--- config.mk ---
export PLATFORM = sky130hd
export DESIGN_NAME = ps2_device_tx
export DESIGN_NICKNAME = d
export VERILOG_FILES = /design/src/rtl/ps2_device_tx.sv
export SDC_FILE = /design/constraint.sdc
export NUM_CORES = 1
export LEC_CHECK = 0
export CAP_MARGIN = 20
export CORE_MARGIN = 5
export CORE_UTILIZATION = 62
export CTS_BUF_LIST = sky130_fd_sc_hd__clkbuf_2
export DETAILED_ROUTE_END_ITERATION = 6
export MAX_ROUTING_LAYER = met4
export PLACE_DENSITY = 0.84
export SETUP_SLACK_MARGIN = 0.4
export SYNTH_ARGS = -nofsm -noshare
export SYNTH_HDL_FRONTEND = slang
export SYNTH_SLANG_ARGS = --single-unit
--- constraint.sdc ---
create_clock -name clk -period 4.1 [get_ports clk]
set_input_delay 1.025 -clock clk [delete_from_list [all_inputs] [get_ports clk]]
set_output_delay 1.025 -clock clk [all_outputs]
set_load 0.005 [all_outputs]
--- src/rtl/ps2_device_tx.sv ---
// Device-side PS/2 transmitter (keyboard model): FIFO-buffered scancodes sent as 11-bit frames.
// Optional build macro PS2_TX_BREAK_EN adds a per-entry break flag that prefixes the code with 0xF0.
`timescale 1ns/1ps
module ps2_device_tx #(
  parameter int CLK_DIV    = 50,
  parameter int FIFO_AW    = 2,
  parameter int GAP_CYCLES = 200
) (
  input  logic             clk,
  input  logic             rst,
  input  logic             in_valid,
  input  logic [7:0]       in_data,
`ifdef PS2_TX_BREAK_EN
  input  logic             in_break,
`endif
  output logic             in_ready,
  output logic             ps2_clk,
  output logic             ps2_data,
  output logic             busy,
  output logic             tx_done,
  output logic [FIFO_AW:0] fifo_level
);

  localparam int DEPTH   = 1 << FIFO_AW;
  localparam int MAX_CNT = (CLK_DIV > GAP_CYCLES) ? CLK_DIV : GAP_CYCLES;
  localparam int HC_W    = $clog2(MAX_CNT) + 1;
`ifdef PS2_TX_BREAK_EN
  localparam int ENT_W   = 9;
`else
  localparam int ENT_W   = 8;
`endif

  localparam logic [HC_W-1:0]  HALF_LAST  = HC_W'(CLK_DIV - 1);
  localparam logic [HC_W-1:0]  GAP_LAST   = HC_W'(GAP_CYCLES - 1);
  localparam logic [HC_W-1:0]  HC_ONE     = HC_W'(1);
  localparam logic [3:0]       LAST_BIT   = 4'd10;
  localparam logic [FIFO_AW:0] FULL_LVL   = (FIFO_AW+1)'(DEPTH);
  localparam logic [FIFO_AW:0] LVL_ONE    = (FIFO_AW+1)'(1);
  localparam logic [FIFO_AW-1:0] PTR_ONE  = FIFO_AW'(1);

  typedef enum logic [1:0] {S_IDLE, S_HIGH, S_LOW, S_GAP} state_t;

  // Frame is sent LSB first: start, data[0..7], odd parity, stop.
  function automatic logic [10:0] make_frame(input logic [7:0] b);
    return {1'b1, ~^b, b, 1'b0};
  endfunction

  state_t             state_q, state_d;
  logic [ENT_W-1:0]   mem [DEPTH];
  logic [FIFO_AW-1:0] wr_ptr, rd_ptr;
  logic [FIFO_AW:0]   level;
  logic [ENT_W-1:0]   in_entry, head;
  logic               push, pop, fifo_empty;
  logic [HC_W-1:0]    half_cnt;
  logic [3:0]         bit_cnt;
  logic [10:0]        shift;
  logic [10:0]        load_frame;
  logic               half_end, gap_end;
  logic               load, next_bit, frame_end;
  logic               code_pend;

`ifdef PS2_TX_BREAK_EN
  localparam logic [7:0] BREAK_CODE = 8'hF0;
  logic [7:0] code_q;

  assign in_entry = {in_break, in_data};

  always_ff @(posedge clk or posedge rst) begin
    if (rst) begin
      code_pend <= 1'b0;
    end else if (pop) begin
      code_pend <= head[8];
    end else if (load) begin
      code_pend <= 1'b0;
    end
  end

  always_ff @(posedge clk) begin
    if (pop) code_q <= head[7:0];
  end
`else
  assign in_entry  = in_data;
  assign code_pend = 1'b0;
`endif

  assign fifo_empty = (level == '0);
  assign in_ready   = (level != FULL_LVL);
  assign fifo_level = level;
  assign push       = in_valid & in_ready;
  assign head       = mem[rd_ptr];
  assign half_end   = (half_cnt == HALF_LAST);
  assign gap_end    = (half_cnt == GAP_LAST);

  always_ff @(posedge clk) begin
    if (push) mem[wr_ptr] <= in_entry;
  end

  always_ff @(posedge clk or posedge rst) begin
    if (rst) begin
      wr_ptr <= '0;
      rd_ptr <= '0;
      level  <= '0;
    end else begin
      if (push) wr_ptr <= wr_ptr + PTR_ONE;
      if (pop)  rd_ptr <= rd_ptr + PTR_ONE;
      case ({push, pop})
        2'b10:   level <= level + LVL_ONE;
        2'b01:   level <= level - LVL_ONE;
        default: level <= level;
      endcase
    end
  end

  always_ff @(posedge clk or posedge rst) begin
    if (rst) state_q <= S_IDLE;
    else     state_q <= state_d;
  end

  always_comb begin
    state_d = state_q;
    unique case (state_q)
      S_IDLE:  if (!fifo_empty) state_d = S_HIGH;
      S_HIGH:  if (half_end)    state_d = S_LOW;
      S_LOW:   if (half_end)    state_d = (bit_cnt == LAST_BIT) ? S_GAP : S_HIGH;
      S_GAP:   if (gap_end)     state_d = code_pend ? S_HIGH : S_IDLE;
      default:                  state_d = S_IDLE;
    endcase
  end

  // Control strobes decoded from the current state; a pending code frame reloads straight out of GAP.
  always_comb begin
    pop        = 1'b0;
    load       = 1'b0;
    next_bit   = 1'b0;
    frame_end  = 1'b0;
    load_frame = make_frame(head[7:0]);
    unique case (state_q)
      S_IDLE: begin
        pop  = !fifo_empty;
        load = !fifo_empty;
      end
      S_LOW: begin
        if (half_end) begin
          next_bit  = (bit_cnt != LAST_BIT);
          frame_end = (bit_cnt == LAST_BIT);
        end
      end
      S_GAP:   load = gap_end & code_pend;
      default: ;
    endcase
`ifdef PS2_TX_BREAK_EN
    if (state_q == S_GAP)  load_frame = make_frame(code_q);
    else if (head[8])      load_frame = make_frame(BREAK_CODE);
`endif
  end

  always_ff @(posedge clk or posedge rst) begin
    if (rst) begin
      half_cnt <= '0;
      bit_cnt  <= '0;
      ps2_clk  <= 1'b1;
      ps2_data <= 1'b1;
      busy     <= 1'b0;
      tx_done  <= 1'b0;
    end else begin
      half_cnt <= (state_d != state_q || state_q == S_IDLE) ? '0 : half_cnt + HC_ONE;
      if (load)          bit_cnt <= '0;
      else if (next_bit) bit_cnt <= bit_cnt + 4'd1;
      ps2_clk <= (state_d != S_LOW);
      // Data only moves on entry to a high phase, so it is stable for the whole low phase.
      if (load)           ps2_data <= load_frame[0];
      else if (next_bit)  ps2_data <= shift[1];
      else if (frame_end) ps2_data <= 1'b1;
      busy    <= (state_d != S_IDLE);
      tx_done <= frame_end;
    end
  end

  always_ff @(posedge clk) begin
    if (load)          shift <= load_frame;
    else if (next_bit) shift <= {1'b1, shift[10:1]};
  end

endmodule

# Word-level counts from Yosys, hierarchy flattened

Memory sizes are Yosys's and may differ from the RTL's.
Index checks and enable logic that the tools add are counted.

Bits in read-only memories: 0
Flip-flop bits (word level): 36
Word-level logic and storage cells: 63
Output and inout port bits: 8
Bits in latches: 0
Memories: 1
Input port bits: 11
RAM bits: 32

Memory list:

| name | words | bits a word | read ports | clocked after Yosys merged registers in | write ports | line | text |
|---|---|---|---|---|---|---|---|
| mem  | 4     | 8           | 1          | 0                                       | 1           | 49   | `logic [ENT_W-1:0] mem [DEPTH];` |

Shift operators: 0
Divide/modulo/power cells: 0
Add/sub/neg operators: 6
Bitwise logic cells: 1
Order comparisons: 0
Muxes and demuxes: 22
Multiply operators: 0
Eq/ne operators: 12
Reduce and logical (&&, ||, !) cells: 9

Operators with widths:

| cell                  | number |
|---|---|
| $mux W10              | 2 |
| $mux W1               | 10 |
| $mux W2               | 5 |
| $add A9 B1 Y9 const B | 1 |
| $eq A9 B6 Y1 const B  | 1 |
| $eq A9 B8 Y1 const B  | 1 |
| $mux W9               | 1 |
| $mux W4               | 2 |
| $pmux W2 S4           | 1 |
| $reduce_xnor A8 Y1    | 1 |
| $eq A2 B2 Y1 const B  | 3 |
| $pmux W3 S2           | 1 |
| $reduce_bool A2 Y1    | 3 |
| $add A2 B1 Y2 const B | 2 |
| $add A4 B1 Y4 const B | 1 |
| $eq A2 B1 Y1 const B  | 2 |
| $eq A4 B4 Y1 const B  | 1 |
| $ne A4 B4 Y1 const B  | 1 |
| $add A3 B1 Y3 const B | 1 |
| $logic_not A3 Y1      | 1 |
| $ne A3 B3 Y1 const B  | 1 |
| $reduce_bool A3 Y1    | 1 |
| $sub A3 B1 Y3 const B | 1 |
| $logic_not A2 Y1      | 1 |
| 5 further kinds       | 5 |

# Longest topological paths before layout

Word-level depth: 7
Mapped depth: 11
Depth with buffers taken out: 10

# Worst setup path before layout

No wires, ideal clock.

Kind: register to register
From: register state_q[1]
To: register level[2], in the netlist fifo_level[2]
Path buffers: 2
Period minus slack after synthesis: 2371 ps
Stages on the path, launching flop included: 12
Library setup time: 79 ps
Setup slack: 1729 ps
Required time: 4021 ps
Arrival time: 2292 ps
Path through: dfrtp_1 > clkbuf_1 > nor2_1 > o31ai_2 > inv_1 > clkbuf_1 > ha_1 > inv_1 > fa_1 > xor2_1 > nor2_1 > xor2_1

Word-level cells in the longest chain between the ends: 4
Elaborated cells between the ends (all ways): 6
Classes of those cells: 2 x eq/ne; 2 x mux; 2 x reduce/logical

Ends and longest elaborated chain:

| element                                           | line | text |
|---|---|---|
| from (decl)                                       | 48   | `state_t state_q, state_d;` |
| from (signal assigned)                            | 116  | `else state_q <= state_d;` |
| $logic_not A2 Y1 (*)                              | n/a  |  |
| $mux W1 (*)                                       | n/a  |  |
| named net load                                    | 59   | `logic load, next_bit, frame_end;` |
| $eq A2 B1 Y1 or $eq A2 B2 Y1 (tied branches)      | 106  | `case ({push, pop})` |
| $pmux W3 S2 or $reduce_bool A2 Y1 (tied branches) | n/a  |  |
| to (signal assigned)                              | 107  | `2'b10: level <= level + LVL_ONE;` |
| to (signal assigned)                              | 108  | `2'b01: level <= level - LVL_ONE;` |
| to (signal assigned)                              | 109  | `default: level <= level;` |
| to (decl)                                         | 51   | `logic [FIFO_AW:0] level;` |

The timed path passes the listed nets; every way through them passes the cells marked *.
A chain may end at the register's enable or synchronous reset.

# Worst setup path after layout

From: register level[0], in the netlist fifo_level[0]
To: output port in_ready

Word-level cells in the longest chain between the ends: 1

Ends and longest elaborated chain:

| element      | line | text |
|---|---|---|
| $ne A3 B3 Y1 | 87   | `assign in_ready = (level != FULL_LVL);` |
| to (decl)    | 16   | `output logic in_ready,` |

Every way passes these cells.

==> impl_metrics.tcl <==
set metrics [dict create \
    status "finished clean" \
    drtIter0Drc 118 \
    cts_buffers 9 \
    grt_use_total_pct 19.1 \
    relSlewSlack_pct 53.8 \
    worstReg2RegStart "state_q[1]" \
    worstPathRequired_ns 3.07 \
    synth_cells 205 \
    fin_crit_ns 2.87 \
    antennaDiodeCount 0 \
    viasPerCell 5.41 \
    busiest_layer "met2" \
    fin_cells 301 \
    cts.sinks 67 \
    hold_viol 0 \
    finClkSkew_ns 0.0305 \
    multi_input_area_um2 1040 \
    htree_num_levels 3 \
    rows 25 \
    ctsRootBufferMaster "clkbuf_2" \
    ioPinCount 19 \
    worst_slack_ns 1.23 \
    grt_max_degree 27 \
    ys_seq_area_share_pct 62.8 \
    final_nets 250 \
    start_util_pct 63.5 \
    crit_path_end_kind "output port" \
    hold_path_class "reg2reg" \
    cts_tree "yes" \
    gp_congestion 0.756 \
    drv_cap 0 \
    grtUsageMet1_pct 22.2 \
    hpwl_um 3480 \
    drive_above_1_share_pct 20.5 \
    cpPeakStageDelay_ns 0.54 \
    criticalPathCategory "reg2out" \
    dp.cells 284 \
    dr.pass1.iters 4 \
    fin_crit_sh_pct 70.1 \
    die_width_um 79.6 \
    avgSynthCellArea_um2 14.6 \
    synth_cell_type_count 41 \
    async_reset_ff_share_pct 38.8 \
    post-route-util_pct 71.6 \
    leakage_nw 1.31 \
    antenna_found_initial 0 \
    io_buffers 18 \
    grt_pass1_wl_um 8470 \
    grt.met2_usage_pct 29.3 \
    gr-total-overflow 0 \
    clk_latency_ns 0.53 \
    worstMarginPinSlew_ns 0.690 \
    hold_start "ps2_data" \
    powerDensity_nw_per_um2 638 \
    regArea_um2 1880 \
    holdWs_ns 0.554 \
    synth-edff-count 41 \
    syn_area_um2 3000 \
    synth_nets 226 \
    dp_slack_ns 1.25 \
    start_kind "flip-flop" \
    worst-path-max-fanout 6 \
    ctsResizeCount 0 \
    setup_tns_ns 0 \
    ant_nets 0 \
    areaGrowthSynthToFinish_pct 12.7 \
    setup_viol 0 \
    cts_hold_buf 0 \
    path_clk_slew_ns 0.21 \
    cp_slowest_cell "clkdlybuf4s50_1" \
    cts_setup_buffers 0 \
    nFillCells 304 \
    fmax_ghz 0.348 \
    crit_family "buffers and inverters" \
    grt_use_met3_pct 7.56 \
    rsz0062_at_grt "no" \
    ir_drop_v 0.000355 \
    cp_cell_sequence "inv_1 -> nand3_1 -> clkdlybuf4s50_1" \
    grt_pass1_vias 1747 \
    drv_slew 0 \
    vias 1629 \
    remaining_drc_errors 0 \
    ys_warn_count 0 \
    critPathArrivalTime_ns 1.85 \
    coreArea_um2 4720 \
    r2r_slack_ns 1.58 \
    wl_per_cell_um 16.4 \
    die_area_um2 6330 \
    worst-path-buf-inv 2 \
    ys_ff_latch 67 \
    cts_buffer_depth 2 \
    die_h_um 79.6 \
    crit_path_start "fifo_level[0]" \
    wirelength_um 4940 \
    synth_flop_cell "edfxtp_1" \
]
## layer usage
layer	wire (um)	vias to the layer above
met2	2420	39
met1	2120	779
met4	119	0
li1	-	796
met5	0	-
met3	285	15
## per-stage QoR
| step | instance area (um^2) | power (mW) |
|---|---|---|
| detailed placement | 3230 | 1.76 |
| finish | 3380 | 2.16 |
| global placement | 3230 | 1.73 |
| CTS | 3350 | 2.18 |
| floorplan | 3000 | 1.58 |
| global route | 3380 | 2.31 |
## cells by family after synthesis
logic type                 after synthesis  share of synthesized area, %
DFF                                     67                          62.8
and+or+nand+nor                         59                          12.1
AOI/OAI and AO/OA                       22                          5.42
xor gates and xnor gates                22                          6.42
buffers and inverters                   16                          2.54
adders and majority gates               10                          4.42
muxes                                    9                          6.34
## cells in the final DEF, fill, tap and decap left out, types with 2 or more instances in the layout
cell / netlist / final
a21oi_1: 3 / 3
a22o_2: 8 / 8
and2_1: 2 / 2
and3_1: 5 / 5
and3_2: 2 / 2
clkbuf_2: 1 / 9
clkdlybuf4s50_1: 0 / 18
clkinv_4: 0 / 2
dfrtp_1: 24 / 24
dfstp_2: 2 / 2
edfxtp_1: 41 / 41
ha_1: 9 / 9
inv_1: 10 / 10
inv_6: 0 / 2
mux4_2: 8 / 8
nand2_1: 8 / 8
nand3_1: 6 / 6
nand4_1: 2 / 2
nor2_1: 17 / 17
nor2_2: 2 / 2
nor3_1: 2 / 2
nor3b_1: 2 / 2
o21ai_0: 5 / 5
o21ai_1: 3 / 3
xnor2_1: 11 / 11
xor2_1: 11 / 11
## synth_stat cells, types with 2 or more instances
cell type  number  area (um^2)
edfxtp_1       41         1230
dfrtp_1        24          601
nor2_1         17         63.8
xnor2_1        11         96.3
xor2_1         11         96.3
inv_1          10         37.5
ha_1            9          113
a22o_2          8         80.1
mux4_2          8          180
nand2_1         8         30.0
nand3_1         6         30.0
and3_1          5         31.3
o21ai_0         5         25.0
a21oi_1         3         15.0
clkbuf_1        3         11.3
o21ai_1         3         15.0
and2_1          2         12.5
and3_2          2         15.0
buf_6           2         22.5
dfstp_2         2         52.6
nand4_1         2         12.5
nor2_2          2         12.5
nor3_1          2         10.0
nor3b_1         2         15.0
## layout make-up
class                      instances  area share (%)
clock buffer                       9            1.33
timing repair buffer              19            6.14
tap                               67            2.48
multi-input combinational        122            30.7
clock inverter                     7            2.48
sequential                        67            55.7
inverter                          10            1.11
## flip-flops by register name (all words and copies together) (netlist names)
signal	cells
mem	32
tx_done	1
ps2_data	1
busy	1
bit_cnt	4
wr_ptr	2
half_cnt	9
state_q	2
ps2_clk	1
rd_ptr	2
shift	9
fifo_level	3
## worst reg2reg max path, delay by kind of cell (launching register included)
kind | cells | cell delay, ns
buffers and inverters | 2 | 0.49
adders and majority gates | 2 | 0.65
AOI/OAI and AO/OA | 1 | 0.18
DFF | 1 | 0.52
and+or+nand+nor | 2 | 0.35
xor gates and xnor gates | 2 | 0.30
## worst paths after layout
path                                      end  cells past startpoint
worst max register to register  fifo_level[2]                      9
worst min register to register       ps2_data                      2
worst max-delay path                 in_ready                      3
min in group asynchronous          state_q[0]                      2
max in group asynchronous             ps2_clk                      3
worst min-delay path                 ps2_data                      2
## power breakdown
part | internal [mW] | leakage [nW] | switching [mW]
logic | 0.365 | 0.530 | 0.338
registers | 0.887 | 0.701 | 0.154
clock network | 0.151 | 0.0750 | 0.261
total | 1.40 | 1.31 | 0.753
Note: power is estimated with default switching activity, not from simulation.
